## config.mk

```make
export PLATFORM = sky130hd
export DESIGN_NAME = div_unit
export DESIGN_NICKNAME = d
export VERILOG_FILES = /design/src/rtl/div_unit.sv
export SDC_FILE = /design/constraint.sdc
export NUM_CORES = 1
export LEC_CHECK = 0
export CELL_PAD_IN_SITES_DETAIL_PLACEMENT = 0
export CELL_PAD_IN_SITES_GLOBAL_PLACEMENT = 1
export CORE_AREA = 2 2 161 179
export CTS_CLUSTER_SIZE = 8
export DETAILED_ROUTE_END_ITERATION = 10
export DIE_AREA = 0 0 163 181
export PLACE_DENSITY = 0.8
export SLEW_MARGIN = 20
export SYNTH_ARGS = -nofsm -noshare
export SYNTH_HDL_FRONTEND = slang
export SYNTH_SLANG_ARGS = --single-unit
```

## constraint.sdc

```tcl
create_clock -name clk -period 6 [get_ports clk]
set_input_delay 0.9 -clock clk [delete_from_list [all_inputs] [get_ports clk]]
set_output_delay 0.9 -clock clk [all_outputs]
set_load 0.02 [all_outputs]
```

## src/rtl/div_unit.sv

```systemverilog
// Iterative restoring divider for RV32M DIV/DIVU/REM/REMU; one quotient bit per cycle.
// Holds stallreq_o while a division is in flight and strobes ready_o for one cycle with the result.
module div_unit #(
  parameter int XLEN = 32
) (
  input  logic            clk,
  input  logic            rst,
  input  logic            start_i,
  input  logic [1:0]      op_i,
  input  logic [XLEN-1:0] dividend_i,
  input  logic [XLEN-1:0] divisor_i,
  input  logic            annul_i,
  output logic [XLEN-1:0] result_o,
  output logic            ready_o,
  output logic            stallreq_o,
  output logic [1:0]      state_o
);

  localparam int CW = $clog2(XLEN);
  localparam logic [CW-1:0] LAST = CW'(XLEN - 1);

  // Handshake: start_i is held high with stable operands until ready_o; ready_o is a
  // single-cycle strobe; stallreq_o is high from the accepting IDLE cycle through the last BUSY cycle.
  typedef enum logic [1:0] {IDLE = 2'd0, BUSY = 2'd1, DONE = 2'd2} state_t;

  state_t          state, state_nxt;
  logic [CW-1:0]   cnt;
  logic [XLEN-1:0] rem_q, quo_q, dvsr_q;
  logic            is_rem_q, neg_quo_q, neg_rem_q;

  logic            signed_op, dvd_neg, dvs_neg, div_zero, ovf, accept;
  logic [XLEN-1:0] dvd_mag, dvs_mag;
  logic [XLEN:0]   shifted, trial;
  logic [XLEN-1:0] quo_step, rem_step, quo_fix, rem_fix, final_res;

  assign signed_op = ~op_i[0];
  assign dvd_neg   = signed_op & dividend_i[XLEN-1];
  assign dvs_neg   = signed_op & divisor_i[XLEN-1];
  assign dvd_mag   = dvd_neg ? -dividend_i : dividend_i;
  assign dvs_mag   = dvs_neg ? -divisor_i : divisor_i;
  assign div_zero  = (divisor_i == '0);
  assign ovf       = signed_op && (dividend_i == {1'b1, {(XLEN-1){1'b0}}}) && (divisor_i == '1);
  assign accept    = (state == IDLE) && start_i && !annul_i;

  // One restoring step; the partial remainder never exceeds the divisor, so XLEN bits hold it.
  assign shifted   = {rem_q, quo_q[XLEN-1]};
  assign trial     = shifted - {1'b0, dvsr_q};
  assign quo_step  = {quo_q[XLEN-2:0], ~trial[XLEN]};
  assign rem_step  = trial[XLEN] ? shifted[XLEN-1:0] : trial[XLEN-1:0];
  assign quo_fix   = neg_quo_q ? -quo_step : quo_step;
  assign rem_fix   = neg_rem_q ? -rem_step : rem_step;
  assign final_res = is_rem_q ? rem_fix : quo_fix;

  always_ff @(posedge clk or negedge rst) begin
    if (!rst) state <= IDLE;
    else      state <= state_nxt;
  end

  always_comb begin
    state_nxt = state;
    case (state)
      IDLE: if (accept) state_nxt = (div_zero || ovf) ? DONE : BUSY;
      BUSY: if (cnt == LAST) state_nxt = DONE;
      DONE: state_nxt = IDLE;
      default: state_nxt = IDLE;
    endcase
    if (annul_i) state_nxt = IDLE;
  end

  always_ff @(posedge clk or negedge rst) begin
    if (!rst) begin
      cnt       <= '0;
      rem_q     <= '0;
      quo_q     <= '0;
      dvsr_q    <= '0;
      is_rem_q  <= 1'b0;
      neg_quo_q <= 1'b0;
      neg_rem_q <= 1'b0;
      result_o  <= '0;
    end else if (accept) begin
      is_rem_q  <= op_i[1];
      neg_quo_q <= dvd_neg ^ dvs_neg;
      neg_rem_q <= dvd_neg;
      if (div_zero) begin
        result_o <= op_i[1] ? dividend_i : '1;
      end else if (ovf) begin
        result_o <= op_i[1] ? '0 : {1'b1, {(XLEN-1){1'b0}}};
      end else begin
        cnt    <= '0;
        rem_q  <= '0;
        quo_q  <= dvd_mag;
        dvsr_q <= dvs_mag;
      end
    end else if (state == BUSY && !annul_i) begin
      rem_q <= rem_step;
      quo_q <= quo_step;
      cnt   <= cnt + 1'b1;
      if (cnt == LAST) result_o <= final_res;
    end
  end

  assign ready_o    = rst && !annul_i && (state == DONE);
  assign stallreq_o = rst && !annul_i && (((state == IDLE) && start_i) || (state == BUSY));
  assign state_o    = state;

endmodule

```

==> tab_implementation.tex <==
\begin{tabular}{lr}
\hline
Metric & Value \\
\hline
\multicolumn{2}{l}{\textbf{Global route}} \\
\quad Remaining Overflow, GRT & 0 \\
\quad Total Routing Usage GR & 26.0\% \\
\quad Maximum number of pins on one net before global-route repair & 73 \\
\quad Vias in the first global route & 11000 \\
\quad Number of antenna violations at the first check in global routing & 0 \\
\quad Global-route wire length before repair & around 61000 um \\
\multicolumn{2}{l}{\textbf{Yosys}} \\
\quad Per-instance average area after synthesis & between 7 and 8 um2 \\
\quad Yosys cell types & 100 \\
\quad Portion of netlist area occupied by mux cells & 2.55\% \\
\quad Number of flops mapped to enable cells by yosys & 0 \\
\quad Post-synthesis instance total & 1542 \\
\quad Largest family of logic cells by synthesized area & compound AO/OA/AOI/OAI gates \\
\quad Share of the synthesized area in compound gates (AO/OA/AOI/OAI) & between 20 and 30\% \\
\quad Post-Syn Area & 12100 um2 \\
\quad Register bit count reported by yosys & 138 \\
\quad Sequential-to-total area share from yosys stat & between 20 and 30\% \\
\quad Total nets after synthesis & 1652 \\
\quad Share of synthesized cell area in full adder, half adder and majority cells & roughly 4.2\% \\
\quad Syn. warnings & 0 \\
\quad Share of async-settable or async-resettable flops after synthesis & 100\% \\
\quad Most instantiated flip-flop cell in the synthesis netlist & sky130\_fd\_sc\_hd\_\_dfrtp\_1 \\
\quad Simple-gate share of the synthesized area & 20.8\% \\
\quad Area share of xor/xnor cells in the synthesized design & between 8 and 9\% \\
\multicolumn{2}{l}{\textbf{Worst setup path}} \\
\quad CP top delay family & compound AO/OA/AOI/OAI gates \\
\quad Crit Path Max Fanout & 15 \\
\quad Sequence of cells on the critical path & inv\_1 -> ha\_1 -> fa\_1 -> nand2b\_1 -> a21oi\_4 -> o211ai\_4 -> a2111oi\_4 -> o21a\_4 -> nor2\_8 -> inv\_2 -> ha\_1 -> nand4\_1 -> or2\_1 -> or3\_1 -> or2\_1 -> o41ai\_2 -> xor2\_1 -> o21ai\_0 -> o211a\_1 -> a21oi\_1 -> o21ai\_1 \\
\quad Setup crit start kind & flip-flop \\
\quad Buffering stage count on the worst path with inverters included & 2 \\
\quad Worst Setup End Kind & flip-flop \\
\quad Worst Setup Path Type & flip-flop to flip-flop \\
\quad Critical Path AT & 5.61 ns \\
\quad Largest incremental delay on the critical path & 0.52 ns \\
\quad Cell at the slowest stage of the critical path & sky130\_fd\_sc\_hd\_\_a2111oi\_4 \\
\quad Crit path required time & between 6 and 7 ns \\
\multicolumn{2}{l}{\textbf{STA}} \\
\quad Count of pins over their slew limit & 0 \\
\quad Smallest hold slack & about 0.33 ns \\
\quad Setup Viol. Count Final & 0 \\
\quad Clock Skew & 0.00889 ns \\
\quad Setup repair after global routing missed its margin & false \\
\quad Setup\_tns & 0 ns \\
\quad Shortest clock period the worst path allows after layout & between 5 and 6 ns \\
\quad Final-report hold violation count & 0 \\
\quad Share of the clock period used by the worst path after layout & 88.2\% \\
\quad Max Fclk & 0.189 GHz \\
\quad Pin slew with the least headroom to its limit & $\sim$1.1 ns \\
\quad Headroom to the max-slew limit & 28.2\% \\
\multicolumn{2}{l}{\textbf{CTS}} \\
\quad Clock Tree Buf Depth & 2 \\
\quad Number of buffers inserted during clock tree synthesis & 17 \\
\quad Library cell used as clock root buffer & sky130\_fd\_sc\_hd\_\_clkbuf\_16 \\
\quad Htree depth & 4 \\
\quad Number of hold buffers added after cts & 0 \\
\quad Number of gates resized after CTS & 0 \\
\quad Post-CTS setup buffer count & 0 \\
\quad Clock transition at the register clock pins on the worst setup and hold paths after CTS & approximately 0.06 ns \\
\quad Number of clock sinks seen by CTS & around 140 \\
\quad TritonCTS clock tree & done \\
\quad Insertion delay to the later sink of the worst-skew pair & 0.44 ns \\
\multicolumn{2}{l}{\textbf{Drt}} \\
\quad Number of nets still failing antenna checks after routing & 0 \\
\quad DRT Pass-1 Iters & 5 \\
\quad Total number of vias & 11600 \\
\quad M1 wire length & 17600 um \\
\quad Total Routed Length & 37800 um \\
\quad Routed wire length on met2 & between 15000 and 20000 um \\
\quad Routed met3 length & just over 2000 um \\
\quad Initial detailed-routing violation count & 838 \\
\quad Detail-routed via count per cell & 5.90 \\
\quad Per-cell routed wire length & 19.2 um \\
\quad Number of DRC violations after detailed routing & 0 \\
\quad Highest signal layer in the routed design & met4 \\
\multicolumn{2}{l}{\textbf{Place}} \\
\quad Input/output buffers & about 110 \\
\quad Hpwl dp & 28800 um \\
\quad Placer congestion estimate & 0.934 \\
\multicolumn{2}{l}{\textbf{Finish}} \\
\quad Synthesis-to-layout area growth & 15.3\% \\
\quad Most common cell after layout, fill and taps aside & sky130\_fd\_sc\_hd\_\_nand2\_1 \\
\quad Total number of nets in the final design & 1702 \\
\quad Antenna cell count & 0 \\
\quad Fraction of layout cells with a size suffix above 1 & 7.10\% \\
\quad Leading cell types in the layout, fill and taps excluded & sky130\_fd\_sc\_hd\_\_nand2\_1 (193), sky130\_fd\_sc\_hd\_\_o21ai\_0 (192), sky130\_fd\_sc\_hd\_\_dfrtp\_1 (138), sky130\_fd\_sc\_hd\_\_a21oi\_1 (135), sky130\_fd\_sc\_hd\_\_nor2\_1 (117) \\
\multicolumn{2}{l}{\textbf{Pwr}} \\
\quad Total power after layout & slightly below 4000 uW \\
\quad Areal power density over the cells & 280 nW/um2 \\
\quad Worst VDD drop & 0.145 mV \\
\quad Leakage Power & 0.00565 uW \\
\multicolumn{2}{l}{\textbf{Floorplan}} \\
\quad IO Count & roughly 110 \\
\quad Area of the core & 27600 um2 \\
\quad Area of the die & roughly 30000 um2 \\
\quad Floorplan die height & 181 um \\
\quad Placement Rows & 64 \\
\quad Overall die width & 163 um \\
\quad Initial cell density of the core & 43.7\% \\
\multicolumn{2}{l}{\textbf{Status}} \\
\quad Run status & completed \\
\multicolumn{2}{l}{\textbf{Worst hold path}} \\
\quad Worst min path class & input pin to async pin \\
\multicolumn{2}{l}{\textbf{Flow run}} \\
\quad Number of maximum-capacitance constraint violations & 0 \\
\hline
\end{tabular}
==> metal layers <==
metal  vias to the layer above  global-route usage [%]
met5                         -                       0
met4                         0                    8.21
met3                        56                    3.76
met2                       369                    41.9
met1                      5506                    36.0
li1                       5685                       -
==> final timing paths <==
check	startpoint	to	slack, ns	cells past startpoint
max	quo_q[31]	result_o[30]	0.71	21
min in group clk	result_o[12]	result_o[12]	0.47	2
max in group asynchronous	rst	dvsr_q[24]	4.58	2
min reg2reg	result_o[12]	result_o[12]	0.47	2
min	rst	quo_q[5]	0.33	1
max reg2reg	quo_q[31]	result_o[30]	0.71	21
==> synthesized netlist by cell type (14+ instances only) <==
cell / instances / area share [%]
sky130_fd_sc_hd__o21ai_0: 192 / 8.0
sky130_fd_sc_hd__dfrtp_1: 138 / 29
sky130_fd_sc_hd__a21o_1: 19 / 1.2
sky130_fd_sc_hd__nor4_1: 14 / 0.73
sky130_fd_sc_hd__xnor2_1: 59 / 4.3
sky130_fd_sc_hd__nor3_1: 35 / 1.5
sky130_fd_sc_hd__o31ai_1: 20 / 1.2
sky130_fd_sc_hd__a31oi_1: 19 / 0.99
sky130_fd_sc_hd__clkbuf_1: 58 / 1.8
sky130_fd_sc_hd__nand4_1: 21 / 1.1
sky130_fd_sc_hd__mux2i_1: 24 / 2.0
sky130_fd_sc_hd__a21oi_1: 135 / 5.6
sky130_fd_sc_hd__or3_1: 29 / 1.5
sky130_fd_sc_hd__o211ai_1: 16 / 1.0
sky130_fd_sc_hd__xor2_1: 63 / 4.6
sky130_fd_sc_hd__nand2_1: 194 / 6.0
sky130_fd_sc_hd__nand3_1: 19 / 0.79
sky130_fd_sc_hd__inv_1: 56 / 1.7
sky130_fd_sc_hd__nor2_1: 118 / 3.7
sky130_fd_sc_hd__ha_1: 39 / 4.0
sky130_fd_sc_hd__buf_2: 23 / 0.95
sky130_fd_sc_hd__o21ai_1: 18 / 0.75
==> flip-flops by register name, summed over array words and instances (netlist names) <==
name,count
rem_q,32
quo_q,32
result_o,32
neg_quo_q,1
neg_rem_q,1
is_rem_q,1
cnt,5
state_o,2
dvsr_q,32
==> layout make-up <==
type	count	area (um2)
multi-input combinational	1251	7950
sequential	138	3450
clock buffer	26	529
clock inverter	6	82.6
fill	2783	13700
timing repair buffer	125	1210
tap	363	454
inverter	59	221
==> kinds of logic after synthesis <==
group,count (synthesis)
simple gates,512
xor+xnor,122
fa+ha+maj,40
mux,30
flops,138
compound gates,547
buf+inv,153
==> report_power, final <==
| group | internal [uW] | switching [uW] | total, uW |
|---|---|---|---|
| Sequential | 1080 | 166 | 1240 |
| Combinational | 578 | 966 | 1540 |
| Clock | 688 | 422 | 1110 |
==> stage by stage <==
step                utilization (%)  cell area [um2]  worst slack [ns]  cells
global route                   50.3            13900             0.370   1968
global placement               48.1            13300             0.874   1936
detailed placement             48.1            13300             0.762   1936
floorplan                         -            12100              1.17   1542
finish                         50.3            13900             0.707   1968
CTS                            50.3            13900             0.735   1968
No activity file was read; power rests on OpenSTA's default activity.
